--- config.mk ---
export PLATFORM = sky130hd
export DESIGN_NAME = buff_nn_to_ip
export DESIGN_NICKNAME = d
export VERILOG_FILES = /design/src/rtl/nn_ip_pkg.sv /design/src/rtl/argmax_tracker.sv /design/src/rtl/buff_nn_to_ip.sv
export SDC_FILE = /design/constraint.sdc
export NUM_CORES = 1
export LEC_CHECK = 0
export ABC_AREA = 1
export CAP_MARGIN = 20
export CORE_AREA = 2 2 222 224
export CTS_CLUSTER_DIAMETER = 80
export DETAILED_ROUTE_END_ITERATION = 7
export DIE_AREA = 0 0 224 226
export PLACE_DENSITY_LB_ADDON = 0.3
export SETUP_SLACK_MARGIN = 0.15
export SKIP_CTS_REPAIR_TIMING = 1
export SLEW_MARGIN = 15
export SYNTH_ARGS = -nofsm -noshare
export SYNTH_HDL_FRONTEND = slang
export SYNTH_SLANG_ARGS = --single-unit
--- constraint.sdc ---
create_clock -name ACLK -period 1.5 [get_ports ACLK]
set_input_delay 0.3 -clock ACLK [delete_from_list [all_inputs] [get_ports ACLK]]
set_output_delay 0.3 -clock ACLK [all_outputs]
set_load 0.02 [all_outputs]
--- src/rtl/nn_ip_pkg.sv ---
// Shared widths and transmit-state encoding for the NN <-> UDP/IP buffer blocks.
package nn_ip_pkg;

  localparam int unsigned IP_ADDR_WIDTH   = 32;
  localparam int unsigned MAC_ADDR_WIDTH  = 48;
  localparam int unsigned UDP_PORT_WIDTH  = 16;
  localparam int unsigned SCORE_WIDTH_DEF = 18;
  localparam int unsigned WORD_WIDTH      = 32;
  localparam int unsigned IDX_WIDTH       = 8;

  typedef enum logic {
    FILL = 1'b0,
    SEND = 1'b1
  } tx_state_t;

endpackage

--- src/rtl/argmax_tracker.sv ---
// Running argmax over a stream of signed scores; max_idx already reflects the beat being presented.
module argmax_tracker
  import nn_ip_pkg::*;
#(
  parameter int unsigned SCORE_WIDTH = SCORE_WIDTH_DEF
) (
  input  logic                   clk,
  input  logic                   rst_n,
  input  logic                   clear,
  input  logic                   valid,
  input  logic [SCORE_WIDTH-1:0] score,
  input  logic [IDX_WIDTH-1:0]   index,
  output logic [IDX_WIDTH-1:0]   max_idx
);

  logic signed [SCORE_WIDTH-1:0] max_q;
  logic [IDX_WIDTH-1:0]          idx_q;
  logic                          take_c;

  // Strictly greater replaces, so ties keep the earlier (lower) index.
  assign take_c  = valid && (clear || ($signed(score) > max_q));
  assign max_idx = take_c ? index : idx_q;

  always_ff @(posedge clk or negedge rst_n) begin
    if (!rst_n) begin
      max_q <= '0;
      idx_q <= '0;
    end else if (take_c) begin
      max_q <= $signed(score);
      idx_q <= index;
    end
  end

endmodule

--- src/rtl/buff_nn_to_ip.sv ---
// Packs N_OUTPUTS NN scores into a UDP payload and holds it for the IP stack until acknowledged.
// Optional argmax byte appended when BUFF_NN_ARGMAX_EN is defined.
module buff_nn_to_ip
  import nn_ip_pkg::*;
#(
  parameter int unsigned N_OUTPUTS   = 10,
  parameter int unsigned SCORE_WIDTH = SCORE_WIDTH_DEF,
`ifdef BUFF_NN_ARGMAX_EN
  localparam int unsigned FRAME_BYTES = 4 * N_OUTPUTS + 1
`else
  localparam int unsigned FRAME_BYTES = 4 * N_OUTPUTS
`endif
) (
  input  logic                       ACLK,
  input  logic                       ARESET,
  input  logic [IP_ADDR_WIDTH-1:0]   SRC_IP_ADDRESS_NN,
  input  logic [MAC_ADDR_WIDTH-1:0]  SRC_MAC_ADDRESS_NN,
  input  logic [UDP_PORT_WIDTH-1:0]  SRC_UDP_PORT_NN,
  input  logic [SCORE_WIDTH-1:0]     R_DATA,
  input  logic                       R_VALID,
  output logic                       R_READY,
  output logic [FRAME_BYTES*8-1:0]   DATA_FRAME_IP,
  output logic [IP_ADDR_WIDTH-1:0]   DST_IP_ADDRESS_IP,
  output logic [MAC_ADDR_WIDTH-1:0]  DST_MAC_ADDRESS_IP,
  output logic [UDP_PORT_WIDTH-1:0]  DST_UDP_PORT_IP,
  output logic                       FRAME_VALID,
  input  logic                       FRAME_ACK
);

  localparam int unsigned FRAME_BITS = FRAME_BYTES * 8;
  localparam int unsigned CNT_W      = IDX_WIDTH;

  tx_state_t                 state_q, state_d;
  logic [CNT_W-1:0]          count_q;
  logic [FRAME_BITS-1:0]     frame_q;
  logic [IP_ADDR_WIDTH-1:0]  ip_q;
  logic [MAC_ADDR_WIDTH-1:0] mac_q;
  logic [UDP_PORT_WIDTH-1:0] port_q;
  logic                      ready_q;
  logic                      valid_q;
  logic                      accept_c;
  logic                      last_c;
  logic                      ack_c;
  logic [WORD_WIDTH-1:0]     word_c;

  assign word_c = WORD_WIDTH'($signed(R_DATA));

`ifdef BUFF_NN_ARGMAX_EN
  logic [IDX_WIDTH-1:0] max_idx;

  argmax_tracker #(
    .SCORE_WIDTH(SCORE_WIDTH)
  ) u_argmax (
    .clk    (ACLK),
    .rst_n  (ARESET),
    .clear  (count_q == '0),
    .valid  (accept_c),
    .score  (R_DATA),
    .index  (count_q),
    .max_idx(max_idx)
  );
`endif

  // Next state and per-cycle handshake qualifiers.
  always_comb begin
    state_d  = state_q;
    accept_c = 1'b0;
    last_c   = 1'b0;
    ack_c    = 1'b0;
    case (state_q)
      FILL: begin
        accept_c = R_VALID && ready_q;
        last_c   = accept_c && (count_q == CNT_W'(N_OUTPUTS - 1));
        if (last_c) state_d = SEND;
      end
      SEND: begin
        ack_c = FRAME_ACK && valid_q;
        if (ack_c) state_d = FILL;
      end
      default: state_d = FILL;
    endcase
  end

  always_ff @(posedge ACLK or negedge ARESET) begin
    if (!ARESET) begin
      state_q <= FILL;
      count_q <= '0;
      frame_q <= '0;
      ip_q    <= '0;
      mac_q   <= '0;
      port_q  <= '0;
      ready_q <= 1'b0;
      valid_q <= 1'b0;
    end else begin
      state_q <= state_d;
      ready_q <= (state_d == FILL);
      valid_q <= (state_d == SEND);
      // Score k lands big-endian in bytes 4k..4k+3; stale bytes are simply overwritten.
      for (int k = 0; k < int'(N_OUTPUTS); k++) begin
        if (accept_c && (count_q == CNT_W'(k)))
          frame_q[FRAME_BITS-1-WORD_WIDTH*k -: WORD_WIDTH] <= word_c;
      end
      if (accept_c && !last_c) count_q <= count_q + CNT_W'(1);
      if (ack_c) count_q <= '0;
      if (last_c) begin
        ip_q   <= SRC_IP_ADDRESS_NN;
        mac_q  <= SRC_MAC_ADDRESS_NN;
        port_q <= SRC_UDP_PORT_NN;
`ifdef BUFF_NN_ARGMAX_EN
        frame_q[7:0] <= max_idx;
`endif
      end
    end
  end

  assign R_READY            = ready_q;
  assign FRAME_VALID        = valid_q;
  assign DATA_FRAME_IP      = frame_q;
  assign DST_IP_ADDRESS_IP  = ip_q;
  assign DST_MAC_ADDRESS_IP = mac_q;
  assign DST_UDP_PORT_IP    = port_q;

endmodule

# After elaboration in Yosys (flattened, before gate mapping)
# Index checks and enable logic that the tools add are counted.
[totals]
regBits = 286
input_bits = 118
out_inout_bits = 418
elab_cells = 53
[classes]
n_addsub = 1
n_eq_ne = 9
muxes = 8
bitwise_logic = 2
n_reduce_logical = 17
[ops]
columns = ["operator", "count"]
rows = [
  ["$eq A8 B3 Y1 const B", 4],
  ["$eq A8 B2 Y1 const B", 2],
  ["$eq A8 B4 Y1 const B", 2],
  ["$mux W8", 2],
  ["$logic_and A1 B1 Y1", 14],
  ["$add A8 B1 Y8 const B", 1],
  ["$eq A8 B1 Y1 const B", 1],
  ["$logic_not A8 Y1", 1],
  ["$mux W1", 5],
  ["$not A1 Y1", 2],
  ["$pmux W1 S2", 1],
  ["$reduce_bool A2 Y1", 1],
  ["$logic_not A1 Y1", 1],
]

# Logic depth before layout (Yosys ltp)
# Gate-level depths: netlist of the first run.
[logic_depth]
depth_word = 7
mapped_depth = 9
ltp_nobuf = 9

# Least setup slack after synthesis of the first run
# No wires, ideal clock.
[synth_timing]
kind = "reg2reg"
start = "register, netlist name FRAME_VALID"
end = "register frame_q[304] (netlist: DATA_FRAME_IP[304])"
setup_time_ns = 0.131
arrival_ns = 1.365
required_ns = 1.369
path_slack_ns = 0.004
path_stages_with_launch = 8
n_path_buf = 1
period_less_slack_ns = 1.496
cell_sequence = "dfrtp_1 > inv_2 > nand3_4 > nor3_4 > nand2_2 > clkbuf_1 > nand2_1 > o21ai_0"
[synth_rtl]
columns = ["element", "line_no", "rtl"]
rows = [
  ["end signal: indexed assignment", "buff_nn_to_ip.sv:101", "frame_q[FRAME_BITS-1-WORD_WIDTH*k -: WORD_WIDTH] <= word_c;"],
  ["end: declaration", "buff_nn_to_ip.sv:35", "logic [FRAME_BITS-1:0] frame_q;"],
]

# Final worst setup path of the first run
[layout_timing]
start = "register, netlist name DATA_FRAME_IP[113]"
end = "output port DATA_FRAME_IP[118]"
[layout_rtl]
columns = ["element", "line_no", "rtl"]
rows = [
  ["end: declaration", "buff_nn_to_ip.sv:22", "output logic [FRAME_BYTES*8-1:0] DATA_FRAME_IP,"],
]
# No word-level cell between the ends.

==> results.toml, run 1 <==
[outcome]
outcome = "finished, violations left"
violations = "negative setup slack"

[floorplanning]
coreArea_um2 = 48300
start_util = 0.246
die_x_um = 224
io-pin-count = 536
die_h_um = 226
rows = 81
die-area_um2 = 50600

[cells_and_area]
diodes = 0
drive_gt1_frac = 0.268
area_growth_pct = 67.3
final_common_cell = "nand2_1"
nets = 1874
final_cell_mix = "nand2_1 (399), dfrtp_1 (279), buf_6 (173)"
final_cells = 2401

[global_route]
track_usage = 0.150
antenna_found_initial = 0
grt_pass1_wl_um = 58600
overflow = 0
grt_max_degree = 50
grt_pass1_vias = 9613

[sta]
rsz0062_at_grt = "yes"
finalHoldViolCount = 0
setup_viol = 349
tightestPinTransition_ns = 0.626
fin_crit_sh = 1.07
min_period_ns = 1.61
fin_ws_ns = -0.110
skew_ns = 0.0253
slew_headroom = 0.582
final_max_slew_viol_count = 0
fmax_ghz = 0.621

[cts]
ctsRootBufferMaster = "clkbuf_16"
ctsLongestPathBuffers = 3
cts-htree-levels = 2
cts.sinks = 286
cts_tree = "done"
clk_pin_slew_ns = 0.06
clkLatencyLatePin_ns = 0.54
numCtsBuffers = 37

[worst_setup_path]
reg2regPathDepth = 8
crit_path_start_kind = "flop"
crit_required_ns = 1.20
end_kind = "primary output"
r2r_slack_ns = -0.11
critPathKind = "reg -> out"
crit_fanout = 7
worstPathArrival_ns = 1.31

[placed_design]
gp_congestion = 0.780
dp_hpwl_um = 28300
port_buffers = 535
place_inst = 2279

[routing]
drtIter0Drc = 572
num_vias = 10200
wl_per_cell_um = 17.1
dr.pass1.iters = 7
final_antenna_net_count = 0
via_per_inst = 4.27
wirelength_um = 41100
drc = 0

[logic_synthesis]
syn-cell-area_um2 = 11900
synth_fp_nets = 1374
ys_types = 25
netlist_instances = 1252
syn_avg_cell_area_um2 = 9.52
ys_seq_area_frac = 0.601
ys_ff_latch = 286
yosys_warnings = 0

[power]
finalPower_w = 0.0454
cellLeakagePower_nw = 11.9
ir_drop_mv = 0.786
powerDensity_nw_per_um2 = 2280

[min_path]
hold_class = "in -> async"

[job]
max_cap_viol_count = 0
stage by stage:
stage	hold slack, ns	worst slack, ns	setup TNS [ns]	area (µm²)	util
4_1_cts	-0.354	-0.722	-199.78	18900	0.392
3_5_place_dp	0.235	-0.426	-101.79	17700	0.366
2_1_floorplan	0.00441	0.0401	0	12200	-
5_1_grt	0.274	-0.212	-49.89	19900	0.412
3_3_place_gp	0.234	-0.410	-96.65	17700	0.366
6_report	0.263	-0.110	-15.28	19900	0.412
state kept, by name (all words and copies together), names as in the netlist:
name,flops
DATA_FRAME_IP,180
DST_IP_ADDRESS_IP,32
DST_MAC_ADDRESS_IP,48
DST_UDP_PORT_IP,16
FRAME_VALID,1
R_READY,1
count_q,8
routing by layer:
layer  share of wire  track usage
met2            0.47        0.239
met4           0.020       0.0419
met3           0.085       0.0511
met1            0.42        0.195
met5               0            0
cell families after synthesis:
family | Yosys count | synth area share
and+or+nand+nor | 540 | 0.190
DFF | 286 | 0.601
buffers and inverters | 236 | 0.126
AOI/OAI and AO/OA | 184 | 0.0782
adders and majority gates | 4 | 0.00420
xor gates and xnor gates | 2 | 0.00147
power breakdown:
part / total (W) / internal [W] / switching, W
clock network: 0.00888 / 0.00544 / 0.00344
registers: 0.0130 / 0.0108 / 0.00211
logic: 0.0236 / 0.0110 / 0.0126
Yosys cell counts:
cell type	count	area (µm²)
nand2_1	400	1500
nand3_1	109	546
nor2_1	12	45.0
inv_2	3	11.3
nand3_4	1	17.5
buf_6	1	11.3
buf_4	146	1100
nand4_1	2	12.5
nand2_2	10	62.6
ha_1	4	50.1
clkbuf_2	1	5.00
clkbuf_1	13	48.8
o21bai_1	2	15.0
o21ai_0	167	836
dfrtp_1	286	7160
nand2_4	1	11.3
o21ai_1	14	70.1
nor2_8	1	20.0
o21bai_2	1	11.3
nor3b_1	1	7.51
buf_2	43	215
nor2_2	1	6.26
xor2_1	2	17.5
inv_1	29	109
nor3_4	2	32.5
cell type report:
type / instances / area, µm²
Timing Repair Buffer: 665 / 7320
Fill cell: 4763 / 28400
Sequential cell: 286 / 7170
Clock buffer: 53 / 1100
Multi-Input combinational cell: 730 / 3320
Inverter: 32 / 123
Tap cell: 622 / 778
Clock inverter: 13 / 138
final timing paths:
path	from	endpoint
max in group asynchronous	ARESET	DST_IP_ADDRESS_IP[12]
min in group ACLK	SRC_MAC_ADDRESS_NN[8]	DST_MAC_ADDRESS_IP[8]
min reg2reg	DST_MAC_ADDRESS_IP[45]	DST_MAC_ADDRESS_IP[45]
max	DATA_FRAME_IP[113]	DATA_FRAME_IP[118]
max reg2reg	FRAME_VALID	DATA_FRAME_IP[271]
min	ARESET	DATA_FRAME_IP[296]
worst max-delay path, cell delays in order, from the launching register on:
cell and delay (ns):
dfrtp_2 0.45, clkbuf_16 0.18, buf_2 0.15
Note: power is estimated with default switching activity, not from simulation.
==> run 2: changes to the inputs <==
==> constraint.sdc (replaced) <==
create_clock -name ACLK -period 1.65 [get_ports ACLK]
set_input_delay 0.33 -clock ACLK [delete_from_list [all_inputs] [get_ports ACLK]]
set_output_delay 0.33 -clock ACLK [all_outputs]
set_load 0.02 [all_outputs]
==> results.toml, run 2 (synthesized netlist as in run 1, its figures left out) <==
[power]
powerDensity_nw_per_um2 = 2080
ir_drop_mv = 0.903
cellLeakagePower_nw = 10.9

[sta]
tightestPinTransition_ns = 0.670
fin_ws_ns = -0.162
rsz0062_at_grt = "yes"
fin_crit_sh = 1.10
fmax_ghz = 0.552
min_period_ns = 1.81
setup_viol = 11
slew_headroom = 0.553
final_max_slew_viol_count = 0
finalHoldViolCount = 0
skew_ns = 0.0164

[worst_setup_path]
worst_path_max_delay_cell = "clkdlybuf4s50_1"
crit_fanout = 2
crit_path_max_incr_delay_ns = 0.60
end_kind = "primary output"
path_buf_inv = 1
crit_required_ns = 1.32
critPathKind = "reg -> out"
crit_path_start_kind = "flop"
path_cells = "clkdlybuf4s50_1"
cp_top_family = "buffers and inverters"
worstPathArrival_ns = 1.48

[floorplanning]
coreArea_um2 = 48300
start_util = 0.246
die-area_um2 = 50600
io-pin-count = 536
die_h_um = 226
die_x_um = 224
rows = 81

[cells_and_area]
fillCellCount = 4825
diodes = 0
area_growth_pct = 56.9
nets = 1840
final_common_cell = "nand2_1"
largest_register_ff_count = 180
final_cell_mix = "nand2_1 (378), dfrtp_1 (280), o21ai_0 (161)"
drive_gt1_frac = 0.289
stdcell_area_um2 = 18700

[global_route]
antenna_found_initial = 1
grt_pass1_wl_um = 60900
overflow = 0
grt_pass1_vias = 9890
grt_max_degree = 49
track_usage = 0.158

[cts]
clk_pin_slew_ns = 0.06
cts.sinks = 286
ctsLongestPathBuffers = 3
clkLatencyLatePin_ns = 0.55
ctsRootBufferMaster = "clkbuf_16"
cts_tree = "done"
numCtsBuffers = 36
cts-htree-levels = 2

[job]
max_cap_viol_count = 0

[placed_design]
dpl_worst_slack_ns = -0.320
dpl_cell_area_um2 = 17600
port_buffers = 535
dp_hpwl_um = 29700
gp_congestion = 0.790

[routing]
wl_per_cell_um = 17.7
drtIter0Drc = 559
final_antenna_net_count = 0
wirelength_um = 41700
drc = 0
dr.pass1.iters = 5
num_vias = 10100
via_per_inst = 4.27

[min_path]
hold_class = "in -> async"

[outcome]
outcome = "finished, violations left"
violations = "negative setup slack"
## run 2: cell count changes in the layout (fill, tap and decap cells not counted), sizes merged
cell           delta
clkbuf          +120
buf             -118
dlymetal6s2s     -42
clkinv            +2
clkinvlp          -2
clkdlybuf4s50     +1
inv               +1
## run 2: final timing paths
check / startpoint / to / slack (ns) / cells after the start
worst max-delay path: DST_IP_ADDRESS_IP[7] / DST_IP_ADDRESS_IP[7] / -0.16 / 1
max in group asynchronous: ARESET / DATA_FRAME_IP[113] / 0.73 / 3
min in group ACLK: SRC_MAC_ADDRESS_NN[8] / DST_MAC_ADDRESS_IP[8] / 0.34 / 3
worst min-delay path: ARESET / DATA_FRAME_IP[298] / 0.33 / 2
worst max register to register: count_q[5] / DATA_FRAME_IP[201] / 0.01 / 7
worst min register to register: DST_MAC_ADDRESS_IP[37] / DST_MAC_ADDRESS_IP[37] / 0.46 / 2
## run 2: worst reg2reg max path: cells and delay by family, from the launching register on
family	cells	cell delay (ns)
buffers and inverters	1	0.18
DFF	1	0.39
AOI/OAI and AO/OA	1	0.08
and+or+nand+nor	5	0.85
## run 2: power by group
| group | total [W] | internal, W | switching (W) |
|---|---|---|---|
| Clock | 0.00781 | 0.00464 | 0.00317 |
| Combinational | 0.0195 | 0.00807 | 0.0114 |
| Sequential | 0.0115 | 0.00985 | 0.00168 |
## run 2: cell type report
cell class / count / area (µm²) / share of cell area
flip-flops and latches: 286 / 7160 / 0.383
repair buffers: 632 / 6070 / 0.325
multi-input cells: 730 / 3390 / 0.181
clock buffers: 47 / 1000 / 0.0536
well taps: 622 / 778 / 0.0416
clock inverters: 14 / 165 / 0.00883
inverters: 32 / 125 / 0.00669
## run 2: through the flow
stage / hold WS, ns / utilization / cells / TNS [ns] / total power [W]
floorplan: 0.0344 / - / 1252 / 0 / 0.0226
finish: 0.325 / 0.387 / 2363 / -0.265 / 0.0389
CTS: -0.279 / 0.388 / 2337 / -142.98 / 0.0402
global placement: 0.300 / 0.364 / 2276 / -50.87 / 0.0319
detailed placement: 0.307 / 0.364 / 2276 / -59.35 / 0.0321
global route: 0.319 / 0.387 / 2363 / -4.74 / 0.0412
## run 2: layer usage
metal / vias to the layer above / routed length, µm / GRT usage / share of wire
met5: - / 0 / 0 / 0
met4: 0 / 1010 / 0.0510 / 0.024
met3: 57 / 2920 / 0.0425 / 0.070
met2: 388 / 20000 / 0.256 / 0.48
met1: 4825 / 17800 / 0.204 / 0.43
li1: 4830 / - / - / -
==> run 3: changes to the inputs <==
--- a/config.mk
+++ b/config.mk
@@ -12,7 +12,6 @@
 export DETAILED_ROUTE_END_ITERATION = 7
 export DIE_AREA = 0 0 224 226
 export PLACE_DENSITY_LB_ADDON = 0.3
-export SETUP_SLACK_MARGIN = 0.15
 export SKIP_CTS_REPAIR_TIMING = 1
 export SLEW_MARGIN = 15
 export SYNTH_ARGS = -nofsm -noshare
==> results.toml, run 3 (synthesized netlist as in run 1, its figures left out) <==
[worst_setup_path]
startpoint = "DATA_FRAME_IP[81]"
cp_top_family = "flip-flops"
path_buf_inv = 3
worst_path_max_delay_cell = "dfrtp_2"
critPathKind = "reg -> out"
r2r_slack_ns = -0.04
crit_path_max_incr_delay_ns = 0.44
r2r_start = "FRAME_VALID"
path_cells = "buf_6 -> clkbuf_16 -> clkbuf_2"
worstSetupEndpoint = "DATA_FRAME_IP[87]"
worstPathArrival_ns = 1.43
end_kind = "primary output"
r2r_end = "DATA_FRAME_IP[129]"
cp.depth = 3
crit_required_ns = 1.32
crit_fanout = 7
crit_path_start_kind = "flop"
reg2regPathDepth = 9

[outcome]
violations = "negative setup slack"
outcome = "finished, violations left"

[placed_design]
dpl_cell_area_um2 = 17600
dp_hpwl_um = 29700
dpl_worst_slack_ns = -0.320
gp_congestion = 0.790
port_buffers = 535

[power]
p_comb_frac = 0.523
p_int_w = 0.0239
seqPwrFrac = 0.286
p_switching_w = 0.0174
powerDensity_nw_per_um2 = 1980
swShare = 0.421
cellLeakagePower_nw = 13.5
finalPower_w = 0.0413
clockPowerShare = 0.191
ir_drop_mv = 0.930

[routing]
final_antenna_net_count = 0
drtIter0Drc = 529
wirelength_um = 47300
wl_per_cell_um = 19.6
dr.pass1.iters = 4
drc = 0
via_per_inst = 4.40
num_vias = 10600

[cells_and_area]
largest_register_ff_count = 180
stdcell_area_um2 = 20800
drive_gt1_frac = 0.282
final_cell_mix = "nand2_1 (306), dlymetal6s2s_1 (289), dfrtp_1 (279)"
nets = 1883
final_common_cell = "nand2_1"
area_growth_pct = 74.8

[global_route]
grt_pass1_vias = 9890
overflow = 0
track_usage = 0.158
grt_max_degree = 49
grt_pass1_wl_um = 60900
antenna_found_initial = 1

[cts]
cts_tree = "done"
cts.sinks = 286
clk_pin_slew_ns = 0.06
ctsLongestPathBuffers = 3
cts-htree-levels = 2
ctsRootBufferMaster = "clkbuf_16"
numCtsBuffers = 36
clkLatencyLatePin_ns = 0.56

[sta]
fin_ws_ns = -0.113
tightestPinTransition_ns = 0.783
rsz0062_at_grt = "yes"
slew_headroom = 0.478
fmax_ghz = 0.567
setup_viol = 22
finalHoldViolCount = 0
final_max_slew_viol_count = 0
skew_ns = 0.0234
finalSetupTns_ns = -0.847
fin_crit_sh = 1.07
min_period_ns = 1.76

[floorplanning]
start_util = 0.246
io-pin-count = 536
die_x_um = 224
die-area_um2 = 50600
coreArea_um2 = 48300
rows = 81
die_h_um = 226

[min_path]
hold_class = "in -> async"

[job]
max_cap_viol_count = 0
[run 3: layout make-up]
cell class	instances	area, µm²
timing repair buffer	675	7530
multi-input combinational	730	4060
clock inverter	14	165
antenna	1	2.50
sequential	286	7170
clock buffer	47	1000
tap	622	778
inverter	32	128
fill	4589	27500
[run 3: how the worst min path moves through the flow]
stage / to / slack, ns
after floorplan: DATA_FRAME_IP[0] / 0.03
after global placement: DATA_FRAME_IP[10] / 0.30
after detailed placement: DATA_FRAME_IP[298] / 0.31
after CTS: DATA_FRAME_IP[142] / -0.28
after global routing: DST_MAC_ADDRESS_IP[8] / 0.32
final: DATA_FRAME_IP[298] / 0.31
[run 3: power groups by stage]
stage	registers [W]	clock network [W]	logic, W
2_1_floorplan	0.0150	0	0.00757
3_3_place_gp	0.0117	0	0.0202
3_5_place_dp	0.0118	0	0.0204
4_1_cts	0.0117	0.00811	0.0204
5_1_grt	0.0121	0.00841	0.0230
6_report	0.0118	0.00788	0.0216
[run 3: worst register-to-register path, delay by kind of cell, from the launching register on]
kind / cells / cell delay [ns]
buffers and inverters: 4 / 0.60
and+or+nand+nor: 4 / 0.46
DFF: 1 / 0.40
AOI/OAI and AO/OA: 1 / 0.09
[run 3: metrics by stage]
stage / hold slack, ns / utilization / std cells
2_1_floorplan: 0.0344 / - / 1252
3_3_place_gp: 0.300 / 0.364 / 2276
3_5_place_dp: 0.307 / 0.364 / 2276
4_1_cts: -0.279 / 0.388 / 2337
5_1_grt: 0.318 / 0.431 / 2406
6_report: 0.310 / 0.431 / 2407
[run 3: metal layers]
metal  global-route usage  routed length [µm]  vias to the layer above
li1                     -                   -                     4945
met1                0.204               19400                     5163
met2                0.256               23400                      404
met3               0.0425                3150                       76
met4               0.0510                1310                        0
met5                    0                   0                        -
==> RTL change 1 (config.mk and constraints of run 2) <==
The package constant `SCORE_WIDTH_DEF` goes from 18 to 22.
--- a/src/rtl/nn_ip_pkg.sv
+++ b/src/rtl/nn_ip_pkg.sv
@@ -6,3 +6,3 @@
   localparam int unsigned UDP_PORT_WIDTH  = 16;
-  localparam int unsigned SCORE_WIDTH_DEF = 18;
+  localparam int unsigned SCORE_WIDTH_DEF = 22;
   localparam int unsigned WORD_WIDTH      = 32;
Ports: changed (resized R_DATA); port bits go from 536 to 540. The function was not compared with the original's and may differ.
==> RTL change 1 against run 2 <==
Total power grew 8.8%; sequential cell count rose by 40; maximum frequency grew 13%; clock skew down 0.0039 ns; final cell count up 6.0%; setup slack better by 0.21 ns; die area is the same; routed wire length increased by 10%; register-to-register slack gained 0.04 ns; utilization up 4.2 points; area after synthesis grew 9.2%; design area increased by 11%; largest power group unchanged.
==> RTL change 1: results (changes against run 2) <==
| Result | This run | vs run 2 |
| --- | --- | --- |
| Final period demand of the worst path | 1.606 ns | -0.2061 ns |
| Maximum number of pins on one net before global-route repair | 68 | +39% |
| I/O Buffers | 539 | +0.75% |
| Most area-consuming cells after synthesis | dfrtp_1, nand2_1, o21ai_0, buf_4, nand3_1 |  |
| Global-route met3 utilization | 0.05217 | +0.009628 |
| Delay of the slowest critical-path stage | 0.42 ns | -0.18 ns |
| Worst reg2reg setup slack | 0.05 ns | +0.04 ns |
| Slowest cell on the critical path | dfrtp_2 |  |
| Number of clock buffers inserted by TritonCTS | 41 | +14% |
| Depth of the most critical reg-to-reg path | 8 | +1 |
| Placed cells | 2402 | +5.5% |
| Cell types with the highest counts after synthesis | nand2_1, dfrtp_1, o21ai_0 |  |
| Worst hold slack | 0.2461 ns | -0.07907 ns |
| First drt pass iteration count | 5 | unchanged |
| GR Util met1 | 0.2130 | +0.009205 |
| Synthesized Nets | 1472 | +7.1% |
| Launch point of the worst path | DATA_FRAME_IP[149] |  |
| Post-route clock skew | 0.01247 ns | -0.003903 ns |
| Gr usage total | 0.1722 | +0.01461 |
| Number of DRC markers in iteration 0 | 690 | +23% |
| Number of vias per cell | 4.420 | +3.4% |
| Ratio of cells with drive above 1 in the final layout | 0.2152 | -0.07429 |
| Met2 routing resource usage after global routing | 0.2875 | +0.03146 |
| Biggest fanout along the worst timing path | 6 | +4 |
| Destination of the critical timing path | DATA_FRAME_IP[158] |  |
| Average wire per cell in the routed design | 18.34 um | +3.8% |
| Via Count | 11070 | +9.6% |
| Global-route wire length before repair | 66.53 mm | +9.2% |
| Worst Path Arrival | 1.28 ns | -0.20 ns |
| Detailed placement HPWL | 32.43 mm | +9.3% |
| Largest register FFs | 220 | +22% |
| Initial antenna violation count | 2 | +1 |
| Total Nets Final | 1980 | +7.6% |
| Outcome | complete, no violations |  |
| Worst reg2reg startpoint | count_q[0] |  |
| Post-place instance area | 0.01883 mm^2 | +7.1% |
| Post-place setup slack | -0.2502 ns | +0.06944 ns |
| Critical R2R Capture | DST_MAC_ADDRESS_IP[7] |  |
| Final RePlAce weighted congestion | 0.8176 | +3.5% |
| Worst vdd ir | 0.001055 V | +17% |
## RTL change 1: cell count changes after synthesis, sizes merged
cell / change
dfrtp: +40
nand2: +40
o21ai: +40
buf: -36
clkbuf: +6
inv: +4
## RTL change 1: layout make-up
| class | count | area, um^2 |
|---|---|---|
| Fill cell | 4706 | 27600 |
| Antenna cell | 1 | 2.502 |
| Inverter | 36 | 135.1 |
| Clock buffer | 58 | 1221 |
| Clock inverter | 13 | 102.6 |
| Tap cell | 622 | 778.2 |
| Multi-Input combinational cell | 810 | 3613 |
| Sequential cell | 326 | 8173 |
| Timing Repair Buffer | 639 | 6719 |
## RTL change 1: routing by layer
| metal | vias to the layer above | part of all wire |
|---|---|---|
| li1 | 5276 | - |
| met1 | 5314 | 0.41 |
| met2 | 412 | 0.49 |
| met3 | 71 | 0.070 |
| met4 | 0 | 0.025 |
| met5 | - | 0 |
## RTL change 1: worst max-delay path, delay by kind of cell, from the launching register on
family	cells	cell delay, ns
buf+inv	2	0.31
flops	1	0.42
## RTL change 1: power groups by stage
| stage | Sequential (mW) | Clock [mW] | Combinational, mW |
|---|---|---|---|
| floorplan | 17.1 | 0 | 6.82 |
| global placement | 13.4 | 0 | 20.3 |
| detailed placement | 13.5 | 0 | 20.5 |
| CTS | 13.4 | 8.95 | 20.5 |
| global route | 13.5 | 9.29 | 22.0 |
| finish | 13.1 | 8.67 | 20.5 |
## RTL change 1: cell families after synthesis
family                     share of synthesized area
and+or+nand+nor                               0.1845
DFF                                           0.6269
AOI/OAI and AO/OA                            0.08702
buffers and inverters                        0.09635
adders and majority gates                   0.003846
xor gates and xnor gates                    0.001346
==> RTL change 2 (settings of run 2) <==
Made on the original files. One comparison of `count_q` changes from == to >=.
--- a/src/rtl/buff_nn_to_ip.sv
+++ b/src/rtl/buff_nn_to_ip.sv
@@ -72,3 +72,3 @@
         accept_c = R_VALID && ready_q;
-        last_c   = accept_c && (count_q == CNT_W'(N_OUTPUTS - 1));
+        last_c   = accept_c && (count_q >= CNT_W'(N_OUTPUTS - 1));
         if (last_c) state_d = SEND;
Behaviour: no difference found for any inputs over 4 cycles, from zero or initial values and one cycle with ARESET low; that may be too few to reach the edited logic, so the function may still have changed.
==> RTL change 2 against run 2 <==
The flow still finishes with violations (negative setup slack); synthesized cell count rose by 14%; count of clock-buffer cells in the layout rose by 3; area after synthesis rose by 5.6%; clock power barely moved; design area rose by 5.6%; routed wire length rose by 11%; die area did not move; critical path depth rose by 1; total power rose by 13%; sequential cell count did not move; via count rose by 12%; setup slack improved by 0.16 ns; final cell count rose by 6.8%; critical endpoint is now DATA_FRAME_IP[60]; largest power group unchanged.
==> RTL change 2: results (changes against run 2) <==
| Result | This run | vs run 2 |
| --- | --- | --- |
| Share of the yosys chip area belonging to registers | 0.5689 | -0.03172 |
| Ratio of cells with drive above 1 in the final layout | 0.2378 | -0.05172 |
| H-Tree Depth | 2 | unchanged |
| Synthesis Warnings | 0 | unchanged |
| Cell types with the highest counts after synthesis | nand2_1, dfrtp_1, nand3_1 |  |
| Clock Path Buffers | 3 | unchanged |
| Clock Pin Slew Worst Setup and Hold Paths | 0.06 ns | about the same |
| Worst reg2reg startpoint | count_q[0] |  |
| Static leakage | 12.20 nW | +12% |
| Remaining global-route overflow | 0 | unchanged |
| Violated checks | negative setup slack |  |
| Final cycle utilization of the critical path | 1.000 | -0.09836 |
| Detailed placement HPWL | 32.14 mm | +8.4% |
| Asr flop ratio synth | 1.000 | unchanged |
| Unique masters post-synth | 20 | -20% |
| Critical R2R Capture | DST_MAC_ADDRESS_IP[18] |  |
| Worst hold slack | 0.2945 ns | -0.03074 ns |
| I/O Buffers | 535 | unchanged |
| Post-place instance area | 0.01853 mm^2 | +5.4% |
| Biggest fanout along the worst timing path | 7 | +5 |
| Global-route wire length before repair | 66.86 mm | +9.7% |
| Number of clock buffers inserted by TritonCTS | 35 | -2.8% |
| Final slew viol count | 0 | unchanged |
| Launch point of the worst path | DATA_FRAME_IP[49] |  |
| Maximum number of pins on one net before global-route repair | 58 | +18% |
| Gr usage total | 0.1742 | +0.01661 |
| Worst hold-check path type | primary input to async pin |  |
| Worst-skew pair later-pin latency | 0.55 ns | about the same |
| Post-route clock skew | 0.02102 ns | +0.004649 ns |
| Antenna diode count | 0 | unchanged |
| Initial antenna violation count | 0 | -1 |
| Worst Path Arrival | 1.32 ns | -0.16 ns |
| First drt pass iteration count | 6 | +1 |
| Depth of the most critical reg-to-reg path | 8 | +1 |
| Number of DRC markers in iteration 0 | 808 | +45% |
| Worst reg2reg setup slack | 0.07 ns | +0.06 ns |
| Synthesized Nets | 1552 | +13% |
| Worst vdd ir | 0.0009297 V | +3.0% |
| Total Nets Final | 2001 | +8.8% |
| Destination of the critical timing path | DATA_FRAME_IP[60] |  |
| Root buf cell | clkbuf_16 |  |
| Most area-consuming cells after synthesis | dfrtp_1, nand2_1, nand3_1, buf_4, buf_2 |  |
| Outcome | finished, violations left |  |
| Layout fillers | 4747 | -1.6% |
| Least setup slack across all paths after layout | -0.0001514 ns | +0.1623 ns |
| Slew at the pin with the worst max-slew slack | 0.4651 ns | -0.2050 ns |
| Largest register FFs | 180 | unchanged |
| Number of vias per cell | 4.482 | +4.9% |
| Wire length reported by the detailed router | 46.42 mm | +11% |
| Finish-stage setup viols | 1 | -10 |
| Vias in the first global route | 10680 | +8.0% |
| Final RePlAce weighted congestion | 0.8107 | +2.6% |
==> RTL change 2: cell count changes in the layout (fill, tap and decap cells not counted), sizes merged, moves of 2 or more <==
cell / run 2 / this run
o21ai: 181 / 1
nand3: 110 / 283
nand2: 411 / 582
clkbuf: 205 / 161
dlymetal6s2s: 126 / 167
buf: 230 / 256
inv: 36 / 19
clkinv: 8 / 4
o21bai: 3 / 0
xor2: 2 / 0
==> RTL change 2: metal layers <==
metal,part of all wire,track usage,vias to the layer above
met3,0.094,0.06336,86
met2,0.46,0.2786,505
met1,0.42,0.2191,5421
met5,0,0,-
met4,0.030,0.05484,0
li1,-,-,5297
==> RTL change 2: kinds of logic after synthesis <==
family / share of synthesized area
AO/OA/AOI/OAI: 0.0003975
adder cells (fa/ha/maj): 0.003979
AND/OR/NAND/NOR: 0.2971
flip-flops: 0.5689
buffers and inverters: 0.1296
==> RTL change 2: layout make-up <==
class                   instances  area (um^2)  share of cell area
flip-flops and latches        286         7166              0.3629
clock buffers                  50         1023             0.05184
repair buffers                651         6715              0.3401
multi-input cells             888         3865              0.1958
well taps                     622        778.2             0.03942
inverters                      17        67.56            0.003422
clock inverters                 9        128.9            0.006527
==> RTL change 2: metrics by stage <==
step / TNS, ns / cells / worst slack [ns]
global route: -3.416 / 2523 / -0.08526
finish: -0.0001514 / 2523 / -0.0001514
detailed placement: -56.77 / 2449 / -0.3075
global placement: -50.57 / 2449 / -0.2856
CTS: -135.57 / 2508 / -0.6171
floorplan: 0 / 1430 / 0.1450
==> RTL change 2: worst max-delay path, cell delays in order, from the launching register on <==
cell	delay, ns
dfrtp_2	0.46
clkbuf_16	0.18
clkbuf_2	0.15
==> RTL change 2: power by group <==
part / internal, mW / switching (mW)
logic: 9.91 / 13.9
clock network: 4.66 / 3.16
registers: 10.2 / 2.00
